[config.mk]
export PLATFORM = sky130hd
export DESIGN_NAME = sayac_serial_adder
export DESIGN_NICKNAME = d
export VERILOG_FILES = /design/src/rtl/sayac_serial_adder_pkg.sv /design/src/rtl/sayac_chunk_adder.sv /design/src/rtl/sayac_serial_adder.sv
export SDC_FILE = /design/constraint.sdc
export NUM_CORES = 1
export LEC_CHECK = 0
export ABC_AREA = 1
export CAP_MARGIN = 5
export CORE_AREA = 4 4 66 92
export CTS_CLUSTER_DIAMETER = 50
export DETAILED_ROUTE_END_ITERATION = 10
export DIE_AREA = 0 0 70 96
export HOLD_SLACK_MARGIN = 0.06
export PLACE_DENSITY = 0.82
export SETUP_SLACK_MARGIN = 0.02
export SLEW_MARGIN = 20
export SYNTH_ARGS = -nofsm -noshare
export SYNTH_HDL_FRONTEND = slang
export SYNTH_SLANG_ARGS = --single-unit
export TNS_END_PERCENT = 30
[constraint.sdc]
create_clock -name clk -period 5.14 [get_ports clk]
set_input_delay 1.028 -clock clk [delete_from_list [all_inputs] [get_ports clk]]
set_output_delay 1.028 -clock clk [all_outputs]
set_load 0.005 [all_outputs]
[src/rtl/sayac_serial_adder_pkg.sv]
// Shared definitions for the SAYAC chunk-serial adder/subtractor.
// Holds the controller state encoding, default geometry and a geometry check.
package sayac_serial_adder_pkg;

    typedef enum logic [1:0] {
        IDLE = 2'd0,
        RUN  = 2'd1,
        DONE = 2'd2
    } state_t;

    localparam int DEFAULT_SIZE  = 16;
    localparam int DEFAULT_CHUNK = 4;

    // True when the operand width splits into whole chunks.
    function automatic bit chunk_fits(input int size, input int chunk);
        return (chunk >= 1) && (chunk <= size) && ((size % chunk) == 0);
    endfunction

endpackage

[src/rtl/sayac_chunk_adder.sv]
// Combinational CHUNK-bit adder slice used once per cycle by the serial adder.
// Also reports the carry into its MSB so the caller can form signed overflow.
module sayac_chunk_adder #(
    parameter int CHUNK = 4
) (
    input  logic [CHUNK-1:0] x,
    input  logic [CHUNK-1:0] y,
    input  logic             ci,
    output logic [CHUNK-1:0] s,
    output logic             co,
    output logic             c_msb_in
);

    logic [CHUNK:0] total;

    always_comb begin
        total = {1'b0, x} + {1'b0, y} + {{CHUNK{1'b0}}, ci};
        s     = total[CHUNK-1:0];
        co    = total[CHUNK];
        // The MSB sum bit is x^y^carry_in, so the carry into it falls out directly.
        c_msb_in = total[CHUNK-1] ^ x[CHUNK-1] ^ y[CHUNK-1];
    end

endmodule

[src/rtl/sayac_serial_adder.sv]
// Multi-cycle SIZE-bit adder/subtractor processing CHUNK bits per clock, LSB first,
// with a start/done handshake; reports sum, carry-out and signed overflow.
module sayac_serial_adder
    import sayac_serial_adder_pkg::*;
#(
    parameter int SIZE  = DEFAULT_SIZE,
    parameter int CHUNK = DEFAULT_CHUNK
) (
    input  logic            clk,
    input  logic            rst,
    input  logic            start,
    input  logic            sub,
    input  logic [SIZE-1:0] a,
    input  logic [SIZE-1:0] b,
    input  logic            cin,
    output logic            busy,
    output logic            done,
    output logic [SIZE-1:0] sum,
    output logic            cout,
    output logic            ovf
);

    localparam int N     = SIZE / CHUNK;
    localparam int IDX_W = (N > 1) ? $clog2(N) : 1;
    localparam logic [IDX_W-1:0] LAST_IDX = IDX_W'(N - 1);

    generate
        if (!chunk_fits(SIZE, CHUNK)) begin : g_bad_geometry
            $error("sayac_serial_adder: SIZE must be a positive multiple of CHUNK");
        end
    endgenerate

    state_t            state;
    logic [SIZE-1:0]   a_r;
    logic [SIZE-1:0]   b_r;
    logic              c_r;
    logic [IDX_W-1:0]  idx;

    logic [CHUNK-1:0]  x_chunk;
    logic [CHUNK-1:0]  y_chunk;
    logic [CHUNK-1:0]  s_chunk;
    logic              c_out;
    logic              c_msb;

    always_comb begin
        x_chunk = a_r[int'(idx) * CHUNK +: CHUNK];
        y_chunk = b_r[int'(idx) * CHUNK +: CHUNK];
    end

    sayac_chunk_adder #(
        .CHUNK (CHUNK)
    ) u_chunk (
        .x        (x_chunk),
        .y        (y_chunk),
        .ci       (c_r),
        .s        (s_chunk),
        .co       (c_out),
        .c_msb_in (c_msb)
    );

    always_ff @(posedge clk) begin
        if (rst) begin
            state <= IDLE;
            a_r   <= '0;
            b_r   <= '0;
            c_r   <= 1'b0;
            idx   <= '0;
            busy  <= 1'b0;
            done  <= 1'b0;
            sum   <= '0;
            cout  <= 1'b0;
            ovf   <= 1'b0;
        end else begin
            done <= 1'b0;
            case (state)
                IDLE, DONE: begin
                    if (start) begin
                        // Subtraction is folded into the operands: a + ~b + ~cin.
                        a_r   <= a;
                        b_r   <= sub ? ~b : b;
                        c_r   <= sub ? ~cin : cin;
                        idx   <= '0;
                        busy  <= 1'b1;
                        state <= RUN;
                    end else begin
                        state <= IDLE;
                    end
                end
                RUN: begin
                    sum[int'(idx) * CHUNK +: CHUNK] <= s_chunk;
                    c_r <= c_out;
                    idx <= idx + IDX_W'(1);
                    if (idx == LAST_IDX) begin
                        cout  <= c_out;
                        ovf   <= c_msb ^ c_out;
                        busy  <= 1'b0;
                        done  <= 1'b1;
                        state <= DONE;
                    end
                end
                default: begin
                    busy  <= 1'b0;
                    state <= IDLE;
                end
            endcase
        end
    end

endmodule

# After elaboration in Yosys (flattened, before gate mapping)
# Index checks and enable logic that the tools add are counted.
[word_totals]
word_cells = 51
out_inout_bits = 20
register_bits = 57
[op_classes]
n_addsub = 4
shifts = 4
eq_ne = 5
mux = 14
bitwise_logic = 6
reduce_logical = 8
[ops]
columns = ["cell", "count"]
rows = [
  ["4-bit negation with 33-bit output", 1],
  ["4-bit by 33-bit variable shift with 16-bit output (first input constant)", 1],
  ["4-bit by 33-bit variable part select with 16-bit output", 1],
  ["16-bit by 5-bit variable part select with 4-bit output", 2],
  ["16-bit bitwise mux", 1],
  ["16-bit 2-to-1 mux", 1],
  ["16-bit inverter", 1],
  ["2-bit one-hot mux with 2 select lines", 2],
  ["2-bit AND reduction", 4],
  ["1-bit 2-to-1 mux", 6],
  ["4-bit by 4-bit adder with 5-bit output", 1],
  ["5-bit by 1-bit adder with 5-bit output", 1],
  ["2-bit == test (second input constant)", 2],
  ["2-bit 2-to-1 mux", 2],
  ["2-bit inequality test (second input constant)", 2],
  ["1-bit one-hot mux with 2 select lines", 2],
  ["2-bit OR reduction", 2],
  ["1-bit XOR", 3],
  ["2-bit by 1-bit adder with 2-bit output (second input constant)", 1],
  ["2-bit by 1-bit == test with 1-bit output (second input constant)", 1],
  ["2-bit zero test", 1],
  ["1-bit inverter", 2],
  ["2-bit nonzero test", 1],
]

# Logic depth before layout (Yosys ltp)
[logic_depth]
word_depth = 6
depth_mapped = 16
mapped_depth_nobuf = 15

# By module
# Synthesis repeated with hierarchy kept, for this count alone.
[unflattened]
cells_unflattened = 368
area_unflattened_um2 = 2732.6
[modules_own_cells]
columns = ["mod", "instances", "area_per_inst_um2", "seq_area_each_um2", "cells_each"]
rows = [
  ["sayac_serial_adder", 1, 2524.9, 1141.1, 337],
  ["sayac_chunk_adder", 1, 207.7, 0.0, 31],
]

# Least setup slack after synthesis
# Ideal clock, no wire load.
[synth_timing]
path_kind = "reg2reg"
start = "register idx[0]"
end = "register ovf"
period_less_slack_ns = 2.556
path_slack_ns = 2.584
stages_incl_launch_ff = 16
arrival_ns = 2.447
cell_sequence = "dfxtp_1 > inv_2 > buf_6 > buf_2 > o21ai_0 > o22ai_1 > fa_1 > fa_1 > nand3_1 > nand3_1 > nand3_1 > nand2_1 > nand2_1 > nand3_1 > nand2_1 > inv_1"
[synth_between]
elab_chain_cells = 6
[synth_rtl]
columns = ["item", "line", "source"]
rows = [
  ["from (decl)", "sayac_serial_adder.sv:37", "logic [IDX_W-1:0] idx;"],
  ["from (signal assigned)", "sayac_serial_adder.sv:92", "idx <= idx + IDX_W'(1);"],
  ["16-bit by 5-bit variable part select with 4-bit output (on tied branches)", "sayac_serial_adder.sv:46, sayac_serial_adder.sv:47", ""],
  ["4-bit by 4-bit adder with 5-bit output", "sayac_chunk_adder.sv:17", "total = {1'b0, x} + {1'b0, y} + {{CHUNK{1'b0}}, ci};"],
  ["5-bit by 1-bit adder with 5-bit output", "sayac_chunk_adder.sv:17", ""],
  ["1-bit XOR (2 in series)", "sayac_chunk_adder.sv:21", "c_msb_in = total[CHUNK-1] ^ x[CHUNK-1] ^ y[CHUNK-1];"],
  ["1-bit XOR", "sayac_serial_adder.sv:95", "ovf <= c_msb ^ c_out;"],
  ["to (signal assigned)", "sayac_serial_adder.sv:95", ""],
  ["to (decl)", "sayac_serial_adder.sv:20", "output logic ovf"],
]
# Parallel ways exist; a longest one is shown, timed or not.
# A chain may end at the register's enable or synchronous reset.

# Worst setup path in the final report
# Same ends and word-level chain as after synthesis.

==> summary.md <==
| Metric | Value |
|---|---|
| CTS Hold Bufs | 0 |
| Worst r2r dst | ovf |
| Final setup viols | 0 |
| Final ANT Viol Nets | 0 |
| TritonCTS buffer count | 9 |
| WL met1 | 2280 um |
| Post-CTS setup repair buffer count | 0 |
| Worst R2R Setup Slack | 1870 ps |
| Setup tns final | 0 ps |
| Placed insts | between 400 and 500 |
| Worst-skew pair later-pin latency | 340 ps |
| Iter 0 DRT Violations | approximately 170 |
| Reg2reg start | idx[0] |
| Layout Skew | roughly 10 ps |
| Vias in the first global route | 2,422 |
| Largest net degree at the start of global routing | 43 |
| Capture point of the worst path | ovf |
| Via Count | 2,536 |
| Per-cell routed wire length | 12.2 um |
| Sequential area share after synthesis | between 40% and 50% |
| Syn Inst Count | 370 |
| Arr. time, crit path | approximately 3500 ps |
| Switching portion of total power | 29.6% |
| Row Count | 31 |
| Gr ovfl total | 0 |
| HP Class | reg -> reg |
| Commonest non-fill, non-tap cell in the layout | nand2_1 |
| Global-route wire length before repair | slightly above 10,000 um |
| Initial Utilization | between 50% and 60% |
| Ratio of cells with drive above 1 in the final layout | 6.37% |
| Worst Path Max Fanout | 26 |
| Pre-CTS WS | about 1900 ps |
| Post-CTS Resized | 0 |
| Int Power | about 0.77 mW |
| Port Buffers | 56 |
| Sw power | ~0.32 mW |
| RSZ-0062 raised after global routing | false |
| Post-route clock period utilization | ~64% |
| Die Wd | ~70 um |
| NumNets Final | roughly 470 |
| Clk sinks | 57 |
| Endpoint class of the critical path | flop |
| Hpwl dp | approximately 4500 um |
| Total die area | approximately 0.0067 mm^2 |
| Cell area after layout | around 0.0035 mm^2 |
| Tmin final | between 3000 and 4000 ps |
| Worst slew pin tran | between 800 and 900 ps |
| WL met3 | between 200 and 250 um |
| Worst setup path class | reg -> reg |
| Root buffer cell | clkbuf_8 |
| Total wire length | ~6000 um |
| Slew Limit Fails | 0 |
| P per Cell Area | just over 300 mW/mm^2 |
| R2r worst-path depth | 13 |
| Post-route DRC | 0 |
| Syn nets | approximately 420 |
| CP required | about 5400 ps |
| GRT Overall Usage | 19.1% |
| Max IR drop VDD | 0.280 mV |
| Critical Path Source | idx[0] |
| N_diodes | 0 |
| Netlist cell types | 29 |
| Most frequent cells in the layout | nand2_1, nor2_1, dfxtp_1 |
| Yosys reg bits | 57 |
| PnR Total Power | around 1.1 mW |
| Mapped cell area | 0.00277 mm^2 |
| IO Count | 57 |
| Max-slew headroom | 39.8% |
| H-tree depth | 3 |
| Fillers | about 470 |
| GP Congestion | between 0.8 and 0.9 |
| Via density | just over 5 |
| YS warnings | 0 |
| Die Span Y | between 90 and 100 um |
| Core area | about 0.0052 mm^2 |
| WL met2 | 3210 um |
| PnR worst setup slack | around 1900 ps |
| Deepest clock path buffer count | 2 |
| CTS tree | yes |
| Crit path launch type | flop |
| Drt pass-1 iters | 5 |
| Layout area overhead | 26.3% |
| Top sig layer | met4 |
| Avg Inst Size Synth | about 7.5 um^2 |
| LEAKAGE | between 1 and 1.5 nW |
| Cell Area, Placed | roughly 0.0033 mm^2 |
| Combinational share of power | roughly a fifth |
| Max_cap viols | 0 |
| Clock power share | 34.1% |
| Reg power frac | about 45% |
| Worst-path clk slew | roughly 60 ps |
| Status | finished clean |
| Final hold violation count | 0 |
| FMAX | around 310 MHz |
| Post-Layout Cell Count | 490 |
| Initial antenna violation count | 0 |
## synthesized netlist by cell type (all sizes together)
cell / count / area [um^2]
dfxtp: 57 / 1140
a211oi: 1 / 7.51
xor2: 2 / 17.5
a21oi: 32 / 160
ha: 9 / 113
clkbuf: 8 / 31.3
a31oi: 1 / 6.26
nor2: 61 / 250
o21a: 1 / 7.51
fa: 2 / 40.0
nand3: 21 / 110
nor4: 1 / 21.3
o22ai: 6 / 37.5
clkinv: 1 / 3.75
nand2: 71 / 277
a22oi: 4 / 30.0
buf: 11 / 66.3
xnor2: 16 / 140
inv: 18 / 67.6
o21ai: 45 / 225
nand4: 2 / 12.5
## per-stage QoR
step | utilization [%] | hold WS [ps]
global route | 67.2 | 481
detailed placement | 63.8 | 455
global placement | 63.8 | 453
floorplan | - | 435
CTS | 67.2 | 464
finish | 67.2 | 462
## power by group through the flow
stage          Sequential, mW  Combinational (mW)  Clock (mW)
5_1_grt                 0.496               0.256       0.398
3_3_place_gp            0.501               0.219           0
6_report                0.492               0.225       0.370
2_1_floorplan           0.492               0.163           0
4_1_cts                 0.492               0.226       0.375
3_5_place_dp            0.502               0.225           0
## worst min-delay path by stage
stage              end  slack, ps  cells after the start      from
2_1_floorplan     busy        430                      1  state[0]
3_3_place_gp   sum[12]        450                      2   sum[12]
3_5_place_dp    sum[1]        460                      2    sum[1]
4_1_cts         sum[1]        460                      2    sum[1]
5_1_grt         sum[1]        480                      2    sum[1]
6_report        sum[1]        460                      2    sum[1]
## kinds of logic (layout without fill, tap and decap cells)
family,count (synthesis),after routing,synth area share (%)
AND/OR/NAND/NOR,156,156,24.3
AO/OA/AOI/OAI,90,90,17.1
flip-flops,57,57,41.3
buffers and inverters,38,92,6.11
XOR/XNOR,18,18,5.70
adder cells (fa/ha/maj),11,11,5.52
## per-layer routing
layer  vias to the layer above  global-route usage (%)
met1                      1144                    18.7
met4                         0                    13.1
met5                         -                       0
met2                        58                    35.8
li1                       1317                       -
met3                        17                    4.08
## area by class of cell
type / count / area, um^2 / area share, %
multi-input cells: 275 / 1460 / 41.7
flip-flops and latches: 57 / 1140 / 32.7
repair buffers: 57 / 568 / 16.3
clock buffers: 13 / 159 / 4.55
well taps: 66 / 82.6 / 2.36
inverters: 19 / 71.3 / 2.04
clock inverters: 3 / 15.0 / 0.430
## sequential cells by signal (all words and copies together) (netlist names)
signal  cells
busy        1
done        1
b_r        16
idx         2
sum        16
c_r         1
state       2
cout        1
a_r        16
ovf         1
## critical path, cell delays in order, from the launching register on
cell     delay, ps
dfxtp_1        870
inv_2          370
o21ai_0        260
o22ai_1        120
fa_1           460
fa_1           430
nand3_1        130
nand3_1        120
nand3_1        130
nand2_1         60
nand2_1         60
nand3_1         70
nand2_1         60
inv_1           30
Note: power is estimated with default switching activity, not from simulation.
